--- src/rtl/bus_init_sequencer.sv ---
// Bring-up sequencer: fills video RAM while holding the target in reset, then plays a register
// write table. Define SEQ_READBACK_EN to add a VERIFY pass that reads the fill back into err.
module bus_init_sequencer #(
    parameter int unsigned           ADDR_WIDTH     = 12,
    parameter int unsigned           DATA_WIDTH     = 12,
    parameter int unsigned           REG_ADDR_WIDTH = 6,
    parameter int unsigned           TBL_DEPTH      = 16,
    parameter int unsigned           HOLD_CYCLES    = 8,
    parameter int unsigned           FILL_COUNT     = 1000,
    parameter logic [DATA_WIDTH-9:0] FILL_HI        = 4'h8,
    parameter int unsigned           GAP_CYCLES     = 8
) (
    input  logic                                   clk,
    input  logic                                   reset,
    input  logic                                   start,
    input  logic                                   tbl_we,
    input  logic [$clog2(TBL_DEPTH)-1:0]           tbl_addr,
    input  logic [REG_ADDR_WIDTH+DATA_WIDTH-1:0]   tbl_data,
    input  logic [$clog2(TBL_DEPTH):0]             tbl_len,
    output logic [ADDR_WIDTH-1:0]                  mem_addr,
    output logic [DATA_WIDTH-1:0]                  mem_do,
    output logic                                   mem_we,
    input  logic [DATA_WIDTH-1:0]                  mem_di,
    output logic [REG_ADDR_WIDTH-1:0]              reg_addr,
    output logic [DATA_WIDTH-1:0]                  reg_do,
    output logic                                   reg_cs,
    output logic                                   reg_we,
    output logic                                   target_reset,
    output logic                                   busy,
    output logic                                   done,
    output logic                                   err
);

    localparam int unsigned TblAw  = $clog2(TBL_DEPTH);
    localparam int unsigned TblW   = REG_ADDR_WIDTH + DATA_WIDTH;
    // One spare bit so FILL_COUNT == 2**ADDR_WIDTH is representable.
    localparam int unsigned IdxW   = ((ADDR_WIDTH > TblAw) ? ADDR_WIDTH : TblAw) + 1;
    localparam int unsigned MaxCnt = (HOLD_CYCLES > GAP_CYCLES) ? HOLD_CYCLES : GAP_CYCLES;
    localparam int unsigned CntW   = $clog2(MaxCnt + 1);

    localparam logic [IdxW-1:0]  FillLast = IdxW'(FILL_COUNT - 1);
    localparam logic [IdxW-1:0]  FillCnt  = IdxW'(FILL_COUNT);
    localparam logic [CntW-1:0]  HoldLast = CntW'(HOLD_CYCLES - 1);
    localparam logic [CntW-1:0]  GapLast  = CntW'(GAP_CYCLES - 1);
    localparam logic [TblAw:0]   TblFull  = (TblAw + 1)'(TBL_DEPTH);

    typedef enum logic [2:0] {
        StIdle, StFill, StVerify, StGap, StRelease, StRegs, StDone
    } state_e;

    localparam state_e StPostFill = (GAP_CYCLES > 0) ? StGap : StRelease;
`ifdef SEQ_READBACK_EN
    localparam state_e StAfterFill = StVerify;
`else
    localparam state_e StAfterFill = StPostFill;
`endif
    localparam state_e StAfterStart = (FILL_COUNT > 0) ? StFill : StAfterFill;

    function automatic logic [DATA_WIDTH-1:0] fill_word(input logic [IdxW-1:0] i);
        logic [DATA_WIDTH-1:0] w;
        w = DATA_WIDTH'(i & IdxW'(255));
        w[DATA_WIDTH-1:8] = FILL_HI;
        return w;
    endfunction

    logic [TblW-1:0] tbl_mem [TBL_DEPTH];
    logic [TblW-1:0] tbl_rd;

    state_e              state_q, state_d;
    logic [CntW-1:0]     cnt_q, cnt_d;
    logic [IdxW-1:0]     idx_q, idx_d;
    logic [TblAw:0]      len_q, len_d;
    logic                err_q, err_d;

    logic [ADDR_WIDTH-1:0]     mem_addr_q, mem_addr_d;
    logic [DATA_WIDTH-1:0]     mem_do_q, mem_do_d;
    logic                      mem_we_q, mem_we_d;
    logic [REG_ADDR_WIDTH-1:0] reg_addr_q, reg_addr_d;
    logic [DATA_WIDTH-1:0]     reg_do_q, reg_do_d;
    logic                      reg_cs_q, reg_cs_d;
    logic                      reg_we_q, reg_we_d;
    logic                      target_reset_q, target_reset_d;
    logic                      busy_q, busy_d;
    logic                      done_q, done_d;

    logic unused_mem_di;
    assign unused_mem_di = ^mem_di;

    // Table is only writable while idle so a running sequence never sees a torn entry.
    always_ff @(posedge clk) begin
        if (tbl_we && !busy_q) begin
            tbl_mem[tbl_addr] <= tbl_data;
        end
    end

    always_comb begin
        state_d = state_q;
        cnt_d   = cnt_q;
        idx_d   = idx_q;
        len_d   = len_q;
        err_d   = err_q;

        case (state_q)
            StIdle, StDone: begin
                if (start) begin
                    state_d = StAfterStart;
                    cnt_d   = '0;
                    idx_d   = '0;
                    err_d   = 1'b0;
                    len_d   = (tbl_len > TblFull) ? TblFull : tbl_len;
                end
            end
            StFill: begin
                if (cnt_q == HoldLast) begin
                    cnt_d = '0;
                    if (idx_q == FillLast) begin
                        state_d = StAfterFill;
                        idx_d   = '0;
                    end else begin
                        idx_d = idx_q + 1'b1;
                    end
                end else begin
                    cnt_d = cnt_q + 1'b1;
                end
            end
`ifdef SEQ_READBACK_EN
            StVerify: begin
                // mem_di carries the word addressed on the previous clock.
                if (idx_q != '0 && mem_di != fill_word(idx_q - 1'b1)) begin
                    err_d = 1'b1;
                end
                if (idx_q == FillCnt) begin
                    state_d = StPostFill;
                    idx_d   = '0;
                end else begin
                    idx_d = idx_q + 1'b1;
                end
            end
`endif
            StGap: begin
                if (cnt_q == GapLast) begin
                    cnt_d   = '0;
                    state_d = StRelease;
                end else begin
                    cnt_d = cnt_q + 1'b1;
                end
            end
            StRelease: begin
                state_d = (len_q == '0) ? StDone : StRegs;
                idx_d   = '0;
                cnt_d   = '0;
            end
            StRegs: begin
                if (cnt_q == HoldLast) begin
                    cnt_d = '0;
                    if (idx_q == IdxW'(len_q) - 1'b1) begin
                        state_d = StDone;
                        idx_d   = '0;
                    end else begin
                        idx_d = idx_q + 1'b1;
                    end
                end else begin
                    cnt_d = cnt_q + 1'b1;
                end
            end
            default: state_d = StIdle;
        endcase

        // Outputs are decoded from the next state so they come straight out of flops.
        busy_d         = !(state_d inside {StIdle, StDone});
        done_d         = (state_d == StDone);
        target_reset_d = (state_d inside {StIdle, StFill, StVerify, StGap});
        mem_addr_d     = '0;
        mem_do_d       = '0;
        mem_we_d       = 1'b0;
        reg_addr_d     = '0;
        reg_do_d       = '0;
        reg_cs_d       = 1'b0;
        reg_we_d       = 1'b0;
        tbl_rd         = tbl_mem[idx_d[TblAw-1:0]];

        case (state_d)
            StFill: begin
                mem_addr_d = idx_d[ADDR_WIDTH-1:0];
                mem_do_d   = fill_word(idx_d);
                mem_we_d   = 1'b1;
            end
            StVerify: begin
                if (idx_d < FillCnt) mem_addr_d = idx_d[ADDR_WIDTH-1:0];
            end
            StRegs: begin
                {reg_addr_d, reg_do_d} = tbl_rd;
                reg_cs_d = 1'b1;
                reg_we_d = 1'b1;
            end
            default: ;
        endcase
    end

    always_ff @(posedge clk) begin
        if (reset) begin
            state_q        <= StIdle;
            cnt_q          <= '0;
            idx_q          <= '0;
            len_q          <= '0;
            err_q          <= 1'b0;
            mem_addr_q     <= '0;
            mem_do_q       <= '0;
            mem_we_q       <= 1'b0;
            reg_addr_q     <= '0;
            reg_do_q       <= '0;
            reg_cs_q       <= 1'b0;
            reg_we_q       <= 1'b0;
            target_reset_q <= 1'b1;
            busy_q         <= 1'b0;
            done_q         <= 1'b0;
        end else begin
            state_q        <= state_d;
            cnt_q          <= cnt_d;
            idx_q          <= idx_d;
            len_q          <= len_d;
            err_q          <= err_d;
            mem_addr_q     <= mem_addr_d;
            mem_do_q       <= mem_do_d;
            mem_we_q       <= mem_we_d;
            reg_addr_q     <= reg_addr_d;
            reg_do_q       <= reg_do_d;
            reg_cs_q       <= reg_cs_d;
            reg_we_q       <= reg_we_d;
            target_reset_q <= target_reset_d;
            busy_q         <= busy_d;
            done_q         <= done_d;
        end
    end

    assign mem_addr     = mem_addr_q;
    assign mem_do       = mem_do_q;
    assign mem_we       = mem_we_q;
    assign reg_addr     = reg_addr_q;
    assign reg_do       = reg_do_q;
    assign reg_cs       = reg_cs_q;
    assign reg_we       = reg_we_q;
    assign target_reset = target_reset_q;
    assign busy         = busy_q;
    assign done         = done_q;
    assign err          = err_q;

endmodule

--- config.mk ---
export PLATFORM = sky130hd
export DESIGN_NAME = bus_init_sequencer
export DESIGN_NICKNAME = d
export VERILOG_FILES = /design/src/rtl/bus_init_sequencer.sv
export SDC_FILE = /design/constraint.sdc
export NUM_CORES = 1
export LEC_CHECK = 0
export ABC_CLOCK_PERIOD_IN_PS = 4010
export CAP_MARGIN = 20
export CELL_PAD_IN_SITES_DETAIL_PLACEMENT = 1
export CELL_PAD_IN_SITES_GLOBAL_PLACEMENT = 2
export CORE_ASPECT_RATIO = 0.75
export CORE_UTILIZATION = 25
export CTS_CLUSTER_SIZE = 14
export DETAILED_ROUTE_END_ITERATION = 6
export PLACE_DENSITY = 0.51
export SYNTH_ARGS = -nofsm -noshare
export SYNTH_HDL_FRONTEND = slang
export SYNTH_SLANG_ARGS = --single-unit
--- constraint.sdc ---
create_clock -name clk -period 4.01 [get_ports clk]
set_clock_uncertainty 0.05 [all_clocks]
set_input_delay 0.802 -clock clk [delete_from_list [all_inputs] [get_ports clk]]
set_output_delay 0.802 -clock clk [all_outputs]
set_load 0.01 [all_outputs]
==> flow_summary_export.csv, run 1 <==
group,metric,value,unit
sta,setup_ws,0.413,ns
sta,hold_viol,0,
logic_synthesis,synth_edf_count,288,
routing,vias_per_cell,4.83,
clocking,h-tree-depth,2,
die,start_util,0.255,
grt,grt_pass1_wl,67300,um
grt,grt_max_degree,82,
die,dieArea,60300,um2
routing,avgRoutedWirePerCell,23.0,um
die,pin_count,92,
sta,fin_crit,3.60,ns
routing,drtIter0Drc,493,
run,cap_violations,0,
logic_synthesis,netlist_area,14800,um2
logic_synthesis,synth_cell_types,59,
finish,syn2layout_area_growth,21.7,%
routing,antenna_left,0,
clocking,cts_resized,0,
logic_synthesis,synth_fa_ha_area_frac,0.00253,
setup_path,critPathRequiredTime,4.43,ns
setup_path,crit_chain,"or3_1 > or4_4 > a2111oi_4 > buf_4 > a211oi_1 > a21oi_4 > buf_4 > o2111ai_1 > nand4_1",
sta,max_freq,278,MHz
place,portBuffers,75,
setup_path,endpoint_kind,"register",
sta,period_share,0.897,
finish,mostFrequentLayoutCell,"edfxtp_1",
finish,final_area,18000,um2
logic_synthesis,seq_area_frac_synth,0.676,
die,die_y,213,um
finish,fin_cells,1955,
logic_synthesis,syn_inst,1064,
setup_path,cpPeakStageDelay,0.60,ns
logic_synthesis,synth_compound_area_frac,0.146,
grt,overflow,0,
power,p_leak,0.00579,uW
power,p_switching,1680,uW
logic_synthesis,synth_top_family_by_area,"compound AO/OA/AOI/OAI gates",
die,fp.dieW,283,um
finish,n_antenna_cell,0,
place,place_congestion,0.710,
power,peakVddDrop,0.237,mV
grt,first_global_vias,9933,
logic_synthesis,synth_simple_gate_area_frac,0.0631,
clocking,cts_buffers,41,
finish,layout-drive-gt1-share,0.183,
logic_synthesis,synthXorXnorAreaFrac,0.00743,
routing,route.detailed.drc,0,
place,dpl_worst_slack,0.321,ns
setup_path,startpoint_type,"register",
setup_path,worstSetupPathType,"register to register",
status,outcome,"complete, no violations",
die,rows,76,
clocking,path_clk_slew,0.06,ns
logic_synthesis,yosys_warnings,0,
sta,slew_headroom,0.273,
power,power_frac_clock,0.463,
power,power_frac_comb,0.026,
logic_synthesis,muxShareOfSynthArea,0.0561,
sta,rsz0062_at_grt,"false",
logic_synthesis,syn_avg_cell_area,13.9,um2
clocking,cts_tree,"built",
routing,vias,9438,
place,place_inst,1880,
clocking,cts_buffer_depth,3,
setup_path,cp_max_fo,22,
place,dp_hpwl,24600,um
sta,worst_pin_slew,1.09,ns
die,core-area,58000,um2
setup_path,slowest_stage,"or4_4",
logic_synthesis,async_flop_share,0,
routing,drt_wl_total,45100,um
setup_path,crit_top_cell,"buf_4",
power,powerDensity,438,nW/um2
clocking,holdBufCountCts,0,
finish,final_net_count,1189,
worst_hold_path,hold_class,"register to register",
finish,layout_common_cells,"edfxtp_1, o211ai_1, inv_1",
clocking,cts.sinks,356,
logic_synthesis,ys.flop_type,"edfxtp_1",
sta,setup_viol,0,
power,internal_power,6230,uW
finish,fin_util,0.311,
place,placed_cell_area,16700,um2
setup_path,arrival,4.02,ns
grt,antenna_found_initial,1,
routing,first_pass_iters,5,
clocking,insertion_delay,0.56,ns
grt,grt_use_total,0.151,
power,seq_power_share,0.511,
clocking,root_buffer,"clkbuf_16",
logic_synthesis,ys_ff_latch,356,
clocking,cts_setup_buffers,0,
sta,slew_violations,0,
power,switching_share,0.212,
sta,final.setup.tns,0,ns
-- sequential cells by signal (all words and copies together), names as in the netlist, 3 cells and up --
name / flops
cnt_q: 4
idx_q: 13
len_q: 5
mem_addr: 12
mem_do: 8
reg_addr: 6
reg_do: 12
state_q: 3
tbl_mem: 288
-- path summary, 6_finish.rpt --
path                  from         to  slack, ns  depth (start not counted)
setup reg to reg  len_q[2]  reg_do[3]       0.41                          9
hold / removal    len_q[1]   len_q[1]       0.48                          2
setup / recovery  len_q[2]  reg_do[3]       0.41                          9
hold reg to reg   len_q[1]   len_q[1]       0.48                          2
-- worst max-delay path, delay by kind of cell, from the launching register on --
| kind | cells | cell delay (ns) |
|---|---|---|
| and+or+nand+nor | 3 | 1.22 |
| AOI/OAI and AO/OA | 4 | 1.10 |
| buffers and inverters | 2 | 0.77 |
| DFF | 1 | 0.36 |
-- synthesized netlist by cell type (all sizes together), types with 15 or more instances --
cell / number / area share
o2111ai: 73 / 0.043
clkbuf: 50 / 0.013
mux2: 72 / 0.055
inv: 78 / 0.020
edfxtp: 288 / 0.58
o211ai: 144 / 0.073
nor3: 15 / 0.0051
nand4: 29 / 0.012
nand2: 19 / 0.0048
dfxtp: 68 / 0.092
buf: 38 / 0.016
nor2: 53 / 0.013
-- stage by stage --
step,hold WS (ns),power (uW)
floorplan,0.417,4200
global placement,0.454,4320
detailed placement,0.469,4330
CTS,0.479,8050
global route,0.520,8200
finish,0.481,7900
-- power groups by stage --
| stage | registers [uW] | clock network, uW | logic (uW) |
|---|---|---|---|
| 4_1_cts | 4040 | 3810 | 212 |
| 5_1_grt | 4040 | 3930 | 230 |
| 3_3_place_gp | 4110 | 0 | 207 |
| 6_report | 4040 | 3660 | 207 |
| 2_1_floorplan | 4110 | 0 | 87.4 |
| 3_5_place_dp | 4120 | 0 | 211 |
-- kinds of logic after synthesis --
group,Yosys count
xor gates and xnor gates,11
adders and majority gates,3
other,1
muxes,74
buffers and inverters,166
AOI/OAI and AO/OA,278
and+or+nand+nor,175
DFF,356
-- per-layer routing --
layer / vias up / global-route usage / routed length (um)
met5: - / 0 / 13
met4: 2 / 0.0404 / 731
met3: 51 / 0.0255 / 1570
met2: 136 / 0.225 / 19300
met1: 4902 / 0.224 / 23400
li1: 4347 / - / -
-- cell type report --
type / count / area [um2]
Timing Repair Buffer: 121 / 1230
Inverter: 78 / 293
Clock inverter: 12 / 106
Fill cell: 6180 / 40000
Sequential cell: 356 / 10000
Multi-Input combinational cell: 545 / 4210
Clock buffer: 63 / 1200
Tap cell: 780 / 976
(Power assumes the default switching activity.)
==> run 2: changes to the inputs <==
Settings changed: SLEW_MARGIN set to 5.
==> results of run 2 <==
Final layout, timing and power as in run 1 (identical DEF).
==> run 3: changes to the inputs <==
Settings changed: HOLD_SLACK_MARGIN set to 0.1.
==> results of run 3 <==
Final layout, timing and power as in run 1 (identical DEF).
